`src/rtl/cpu_pkg.sv`:
```
// Shared CPU definitions: word/register widths, stack-pointer index and
// the memory-stage FSM state type.
package cpu_pkg;
  localparam int WORD_W     = 16;
  localparam int REG_ADDR_W = 4;

  localparam logic [REG_ADDR_W-1:0] SP_REG = 4'hF;

  typedef enum logic {
    IDLE = 1'b0,
    WAIT = 1'b1
  } mem_state_t;
endpackage

```
`src/rtl/mem_wb_reg.sv`:
```
// MEM/WB output register: single-cycle writeback slot plus the one-cycle
// ret_wb pulse carrying the return address read from the stack.
module mem_wb_reg
  import cpu_pkg::*;
(
  input  logic                  clk,
  input  logic                  rst,
  input  logic                  load,
  input  logic                  reg_write,
  input  logic [REG_ADDR_W-1:0] reg_rd,
  input  logic [WORD_W-1:0]     data,
  input  logic                  ret_pulse,
  input  logic [WORD_W-1:0]     ret_pc,
  output logic                  wb_valid,
  output logic                  RegWrite_out,
  output logic [REG_ADDR_W-1:0] reg_rd_out,
  output logic [WORD_W-1:0]     wb_data,
  output logic                  ret_wb,
  output logic [WORD_W-1:0]     PC_stack_pointer
);

  // Valid/enable bits drop every cycle that has no load; payload holds.
  always_ff @(posedge clk or posedge rst) begin
    if (rst) begin
      wb_valid         <= 1'b0;
      RegWrite_out     <= 1'b0;
      reg_rd_out       <= '0;
      wb_data          <= '0;
      ret_wb           <= 1'b0;
      PC_stack_pointer <= '0;
    end else begin
      wb_valid     <= load;
      RegWrite_out <= load & reg_write;
      ret_wb       <= ret_pulse;
      if (load) begin
        reg_rd_out <= reg_rd;
        wb_data    <= data;
      end
      if (ret_pulse) begin
        PC_stack_pointer <= ret_pc;
      end
    end
  end

endmodule

```
`src/rtl/mem_stage.sv`:
```
// Memory-access stage: req/ack data-memory handshake, pipe stall and MEM/WB
// register. Optional access timeout is built when MEM_TIMEOUT_EN is defined.
module mem_stage
  import cpu_pkg::*;
#(
  parameter int TIMEOUT_CYCLES = 15
) (
  input  logic                  clk,
  input  logic                  rst,
  input  logic                  in_valid,
  input  logic                  flush,
  input  logic                  RegWrite_in,
  input  logic                  MemWrite_in,
  input  logic                  MemRead_in,
  input  logic                  mem_to_reg_in,
  input  logic                  ret_future_in,
  input  logic [REG_ADDR_W-1:0] reg_rd_in,
  input  logic [WORD_W-1:0]     alu_result,
  input  logic [WORD_W-1:0]     sw_data,
  output logic                  dmem_req,
  output logic                  dmem_we,
  output logic [WORD_W-1:0]     dmem_addr,
  output logic [WORD_W-1:0]     dmem_wdata,
  input  logic                  dmem_ack,
  input  logic [WORD_W-1:0]     dmem_rdata,
  output logic                  stall,
  output logic                  wb_valid,
  output logic                  RegWrite_out,
  output logic [REG_ADDR_W-1:0] reg_rd_out,
  output logic [WORD_W-1:0]     wb_data,
  output logic                  ret_wb,
  output logic [WORD_W-1:0]     PC_stack_pointer,
  output logic                  mem_err
);

  mem_state_t state_reg;
  logic       memop;
  logic       complete;
  logic       pass_through;
  logic       timeout_hit;
  logic       load_wb;

  assign memop = in_valid & ~flush & (MemRead_in | MemWrite_in);

`ifdef MEM_TIMEOUT_EN
  logic [7:0] wait_cnt_reg;
  logic       mem_err_reg;

  // A same-cycle ack takes priority over the timeout.
  assign timeout_hit = (state_reg == WAIT) && (wait_cnt_reg == 8'(TIMEOUT_CYCLES)) && !dmem_ack;

  always_ff @(posedge clk or posedge rst) begin
    if (rst) begin
      wait_cnt_reg <= '0;
      mem_err_reg  <= 1'b0;
    end else begin
      wait_cnt_reg <= (state_reg == WAIT) ? wait_cnt_reg + 8'd1 : 8'd0;
      if (timeout_hit) begin
        mem_err_reg <= 1'b1;
      end
    end
  end

  assign mem_err = mem_err_reg;
`else
  logic [7:0] unused_timeout;
  assign unused_timeout = 8'(TIMEOUT_CYCLES);
  assign timeout_hit    = 1'b0;
  assign mem_err        = 1'b0;
`endif

  // Reset gates the request so an in-flight access is dropped at once.
  assign dmem_req   = !rst && (((state_reg == IDLE) && memop) || ((state_reg == WAIT) && !timeout_hit));
  assign dmem_we    = dmem_req & MemWrite_in;
  assign dmem_addr  = alu_result;
  assign dmem_wdata = sw_data;
  assign stall      = dmem_req & ~dmem_ack;

  assign complete     = dmem_req & dmem_ack;
  assign pass_through = !rst && (state_reg == IDLE) && in_valid && !flush && !(MemRead_in | MemWrite_in);
  assign load_wb      = complete | pass_through | timeout_hit;

  always_ff @(posedge clk or posedge rst) begin
    if (rst) begin
      state_reg <= IDLE;
    end else begin
      case (state_reg)
        IDLE:    if (memop && !dmem_ack) state_reg <= WAIT;
        WAIT:    if (complete || timeout_hit) state_reg <= IDLE;
        default: state_reg <= IDLE;
      endcase
    end
  end

  mem_wb_reg u_wb_reg (
    .clk              (clk),
    .rst              (rst),
    .load             (load_wb),
    .reg_write        (RegWrite_in & ~timeout_hit),
    .reg_rd           (reg_rd_in),
    .data             (mem_to_reg_in ? dmem_rdata : alu_result),
    .ret_pulse        (complete & ret_future_in & ~MemWrite_in),
    .ret_pc           (dmem_rdata),
    .wb_valid         (wb_valid),
    .RegWrite_out     (RegWrite_out),
    .reg_rd_out       (reg_rd_out),
    .wb_data          (wb_data),
    .ret_wb           (ret_wb),
    .PC_stack_pointer (PC_stack_pointer)
  );

endmodule

```
`config.mk`:
```
export PLATFORM = sky130hd
export DESIGN_NAME = mem_stage
export DESIGN_NICKNAME = d
export VERILOG_FILES = /design/src/rtl/cpu_pkg.sv /design/src/rtl/mem_wb_reg.sv /design/src/rtl/mem_stage.sv
export SDC_FILE = /design/constraint.sdc
export NUM_CORES = 1
export LEC_CHECK = 0
export ABC_AREA = 1
export ABC_CLOCK_PERIOD_IN_PS = 1400
export CORE_MARGIN = 4
export CORE_UTILIZATION = 37
export CTS_CLUSTER_SIZE = 20
export DETAILED_ROUTE_END_ITERATION = 12
export PLACE_DENSITY = 0.83
export SLEW_MARGIN = 20
export SYNTH_ARGS = -nofsm -noshare
export SYNTH_HDL_FRONTEND = slang
export SYNTH_SLANG_ARGS = --single-unit
export TNS_END_PERCENT = 5
```
`constraint.sdc`:
```
create_clock -name clk -period 1.4 [get_ports clk]
set_input_delay 0.35 -clock clk [delete_from_list [all_inputs] [get_ports clk]]
set_output_delay 0.35 -clock clk [all_outputs]
set_load 0.02 [all_outputs]
```
==> impl_metrics.py <==
metrics = {
    "critical_path": {
        "regToRegSetupSlack_ps": -60,
        "end_kind": "output pin",
        "crit_type": "flop to output pin",
        "critical_path_peak_fanout": 4,
        "critPathLaunchType": "flop",
        "crit_required_ps": 1050,
        "cp.arrival_ps": 1250,
    },
    "synth": {
        "ys_seq_elements": 40,
        "netlist_instances": 239,
        "synth_cell_types": 18,
        "synth_area_um2": 2140,
        "yosys_warnings": 0,
        "synth_fp_nets": 301,
        "synth_seq_area_share": 0.467,
        "syn_area_per_cell_um2": 8.96,
    },
    "cts": {
        "cts_max_level": 2,
        "hold_buffers": 0,
        "clock_sinks": 40,
        "cts_tree": "yes",
        "clk_latency_ps": 290,
        "cts_made_buffers": 5,
        "cts_buffer_depth": 2,
        "clkSlewWorstSetupHoldPaths_ps": 80,
        "cts_root_buf": "clkbuf_8",
    },
    "timing": {
        "fin_crit_ps": 1600,
        "period_share": 1.15,
        "rsz0062_at_grt": "yes",
        "hold_viol": 0,
        "finalSetupViolations": 24,
        "skew_ps": 10.3,
        "max_freq_ghz": 0.624,
        "setup_ws_ps": -204,
        "maxSlewViolCount": 0,
    },
    "grt": {
        "grt_overflow_total": 0,
        "antenna_found_initial": 0,
        "grt_max_degree": 24,
        "grt_util_all_layers": 0.171,
        "first_global_vias": 1980,
        "grt_pass1_wl_um": 9840,
    },
    "route": {
        "drtPass1Iterations": 4,
        "routedWlPerCell_um": 14.9,
        "routed_wl_um": 6100,
        "drc": 0,
        "ant_nets": 0,
        "drt_iter0_markers": 84,
        "viasPerCell": 4.73,
        "vias": 1933,
    },
    "status": {
        "outcome": "complete, but fails checks",
        "violations": "negative setup slack",
    },
    "die": {
        "die_h_um": 84.1,
        "dieArea_um2": 7070,
        "rows": 27,
        "start_util": 0.384,
        "io_pins": 137,
        "fp.coreArea_um2": 5570,
        "fp.dieW_um": 84.1,
    },
    "placement": {
        "dp.cells": 394,
        "hpwl_um": 4780,
        "place_ws_ps": -950,
        "place_congestion": 0.871,
        "place_area_um2": 3160,
        "portBuffers": 103,
    },
    "cells_and_area": {
        "multiInputGateArea_um2": 795,
        "drive_gt1_frac": 0.267,
        "fillerInstances": 513,
        "top_regs": "u_wb_reg.PC_stack_pointer x16, u_wb_reg.wb_data x16, u_wb_reg.reg_rd_out x4",
        "fin_nets": 398,
        "fin_cells": 409,
        "finalInstanceArea_um2": 3260,
        "seq_area_um2": 1000,
        "diodes": 0,
        "area_growth_pct": 52.3,
    },
    "power_and_ir_drop": {
        "powerDensity_nw_per_um2": 1360,
        "pwr-share-seq": 0.357,
        "p_int_mw": 3.03,
        "netSwitchingPower_mw": 1.42,
        "ir_drop_v": 0.000785,
        "switching_share": 0.319,
        "power_mw": 4.45,
        "power_frac_comb": 0.355,
        "clockPowerShare": 0.288,
        "p_leak_nw": 1.73,
    },
    "worst_hold_path": {
        "hold_class": "primary input to asynchronous set/reset pin",
    },
    "flow_run": {
        "max-cap-violations": 0,
    },
}
## per-layer routing
layer / vias up / share of wire / GRT usage / wire length (µm)
met5: - / 0 / 0 / 0
met3: 16 / 0.047 / 0.0227 / 284
met4: 0 / 0.030 / 0.0746 / 183
met2: 72 / 0.51 / 0.291 / 3110
li1: 942 / - / - / -
met1: 903 / 0.41 / 0.215 / 2530
## cell families after synthesis
kind of cell,synth area share
AND/OR/NAND/NOR,0.270
buffers and inverters,0.170
flip-flops,0.467
multiplexers,0.0841
AO/OA/AOI/OAI,0.00643
other,0.00175
## synthesized netlist by cell type
| cell | instances | area [µm²] |
|---|---|---|
| conb_1 | 1 | 3.75 |
| nand2_2 | 2 | 12.5 |
| mux2_2 | 16 | 180 |
| inv_2 | 1 | 3.75 |
| nor2_1 | 3 | 11.3 |
| dfrtp_1 | 40 | 1000 |
| nand3_1 | 20 | 100 |
| a21boi_0 | 1 | 7.51 |
| buf_6 | 2 | 22.5 |
| nand4_4 | 1 | 21.3 |
| nand4_1 | 18 | 113 |
| nand2_1 | 78 | 293 |
| nor2_4 | 2 | 22.5 |
| buf_4 | 35 | 263 |
| inv_1 | 8 | 30.0 |
| nor2_2 | 1 | 6.26 |
| buf_2 | 9 | 45.0 |
| o22ai_1 | 1 | 6.26 |
## final cells by class
| cell class | count | share of cell area |
|---|---|---|
| Timing Repair Buffer | 136 | 0.362 |
| Sequential cell | 40 | 0.307 |
| Clock buffer | 5 | 0.0211 |
| Clock inverter | 3 | 0.0276 |
| Tap cell | 72 | 0.0276 |
| Inverter | 9 | 0.0111 |
| Multi-Input combinational cell | 144 | 0.243 |
## worst paths after layout
kind                                               from                           end  cells past startpoint
min in group clk           u_wb_reg.PC_stack_pointer[7]  u_wb_reg.PC_stack_pointer[7]                      2
max reg2reg                                   state_reg           u_wb_reg.wb_data[1]                      9
min reg2reg                u_wb_reg.PC_stack_pointer[7]  u_wb_reg.PC_stack_pointer[7]                      2
max in group asynchronous                           rst           u_wb_reg.wb_data[7]                      4
max                                           state_reg                         stall                      7
min                                                 rst             u_wb_reg.wb_valid                      3
## timing repair
item | CTS | global route
endpoints found under the setup margin | 96 | 36
cloned | 0 | 0
pin swaps | 6 | 6
setup buffers | 5 | 3
gates resized for setup | 130 | 15
## metrics by stage
stage | utilization | TNS, ps | hold slack [ps]
floorplan | - | -57.1 | 245
global placement | 0.566 | -23590 | 464
detailed placement | 0.566 | -24470 | 470
CTS | 0.578 | -1950 | 331
global route | 0.585 | -5450 | 368
finish | 0.585 | -1490 | 335
## power by group through the flow
| stage | logic (mW) | registers [mW] | clock network, mW |
|---|---|---|---|
| finish | 1.58 | 1.59 | 1.28 |
| global route | 1.70 | 1.63 | 1.35 |
| CTS | 1.56 | 1.59 | 1.30 |
| detailed placement | 1.74 | 1.61 | 0 |
| global placement | 1.72 | 1.60 | 0 |
| floorplan | 0.551 | 1.94 | 0 |
## critical path, cell delays in order (launching register included)
cell     delay, ps
dfrtp_1        340
inv_2           60
nand2_2         80
nand2_2         70
nor2_4         130
inv_2           70
nor2_1          90
buf_4          150
## cells in the final DEF, fill, tap and decap left out
cell type	netlist	layout
clkbuf_8	0	5
clkdlybuf4s15_1	0	4
buf_12	0	2
inv_1	8	6
clkbuf_2	0	2
buf_2	9	14
a21boi_0	1	1
dfrtp_1	40	40
nand4_1	18	18
nand2_4	0	1
conb_1	1	1
inv_4	0	1
buf_6	2	3
nand4_4	1	1
dlygate4sd2_1	0	38
nor2_2	1	1
nor2_1	3	2
mux2_2	16	16
nand2_1	78	76
bufinv_16	0	3
o22ai_1	1	1
clkdlybuf4s50_1	0	40
nor2_4	2	3
nand2_2	2	3
inv_2	1	2
buf_4	35	32
nand3_1	20	20
buf_8	0	1
(Power assumes the default switching activity.)
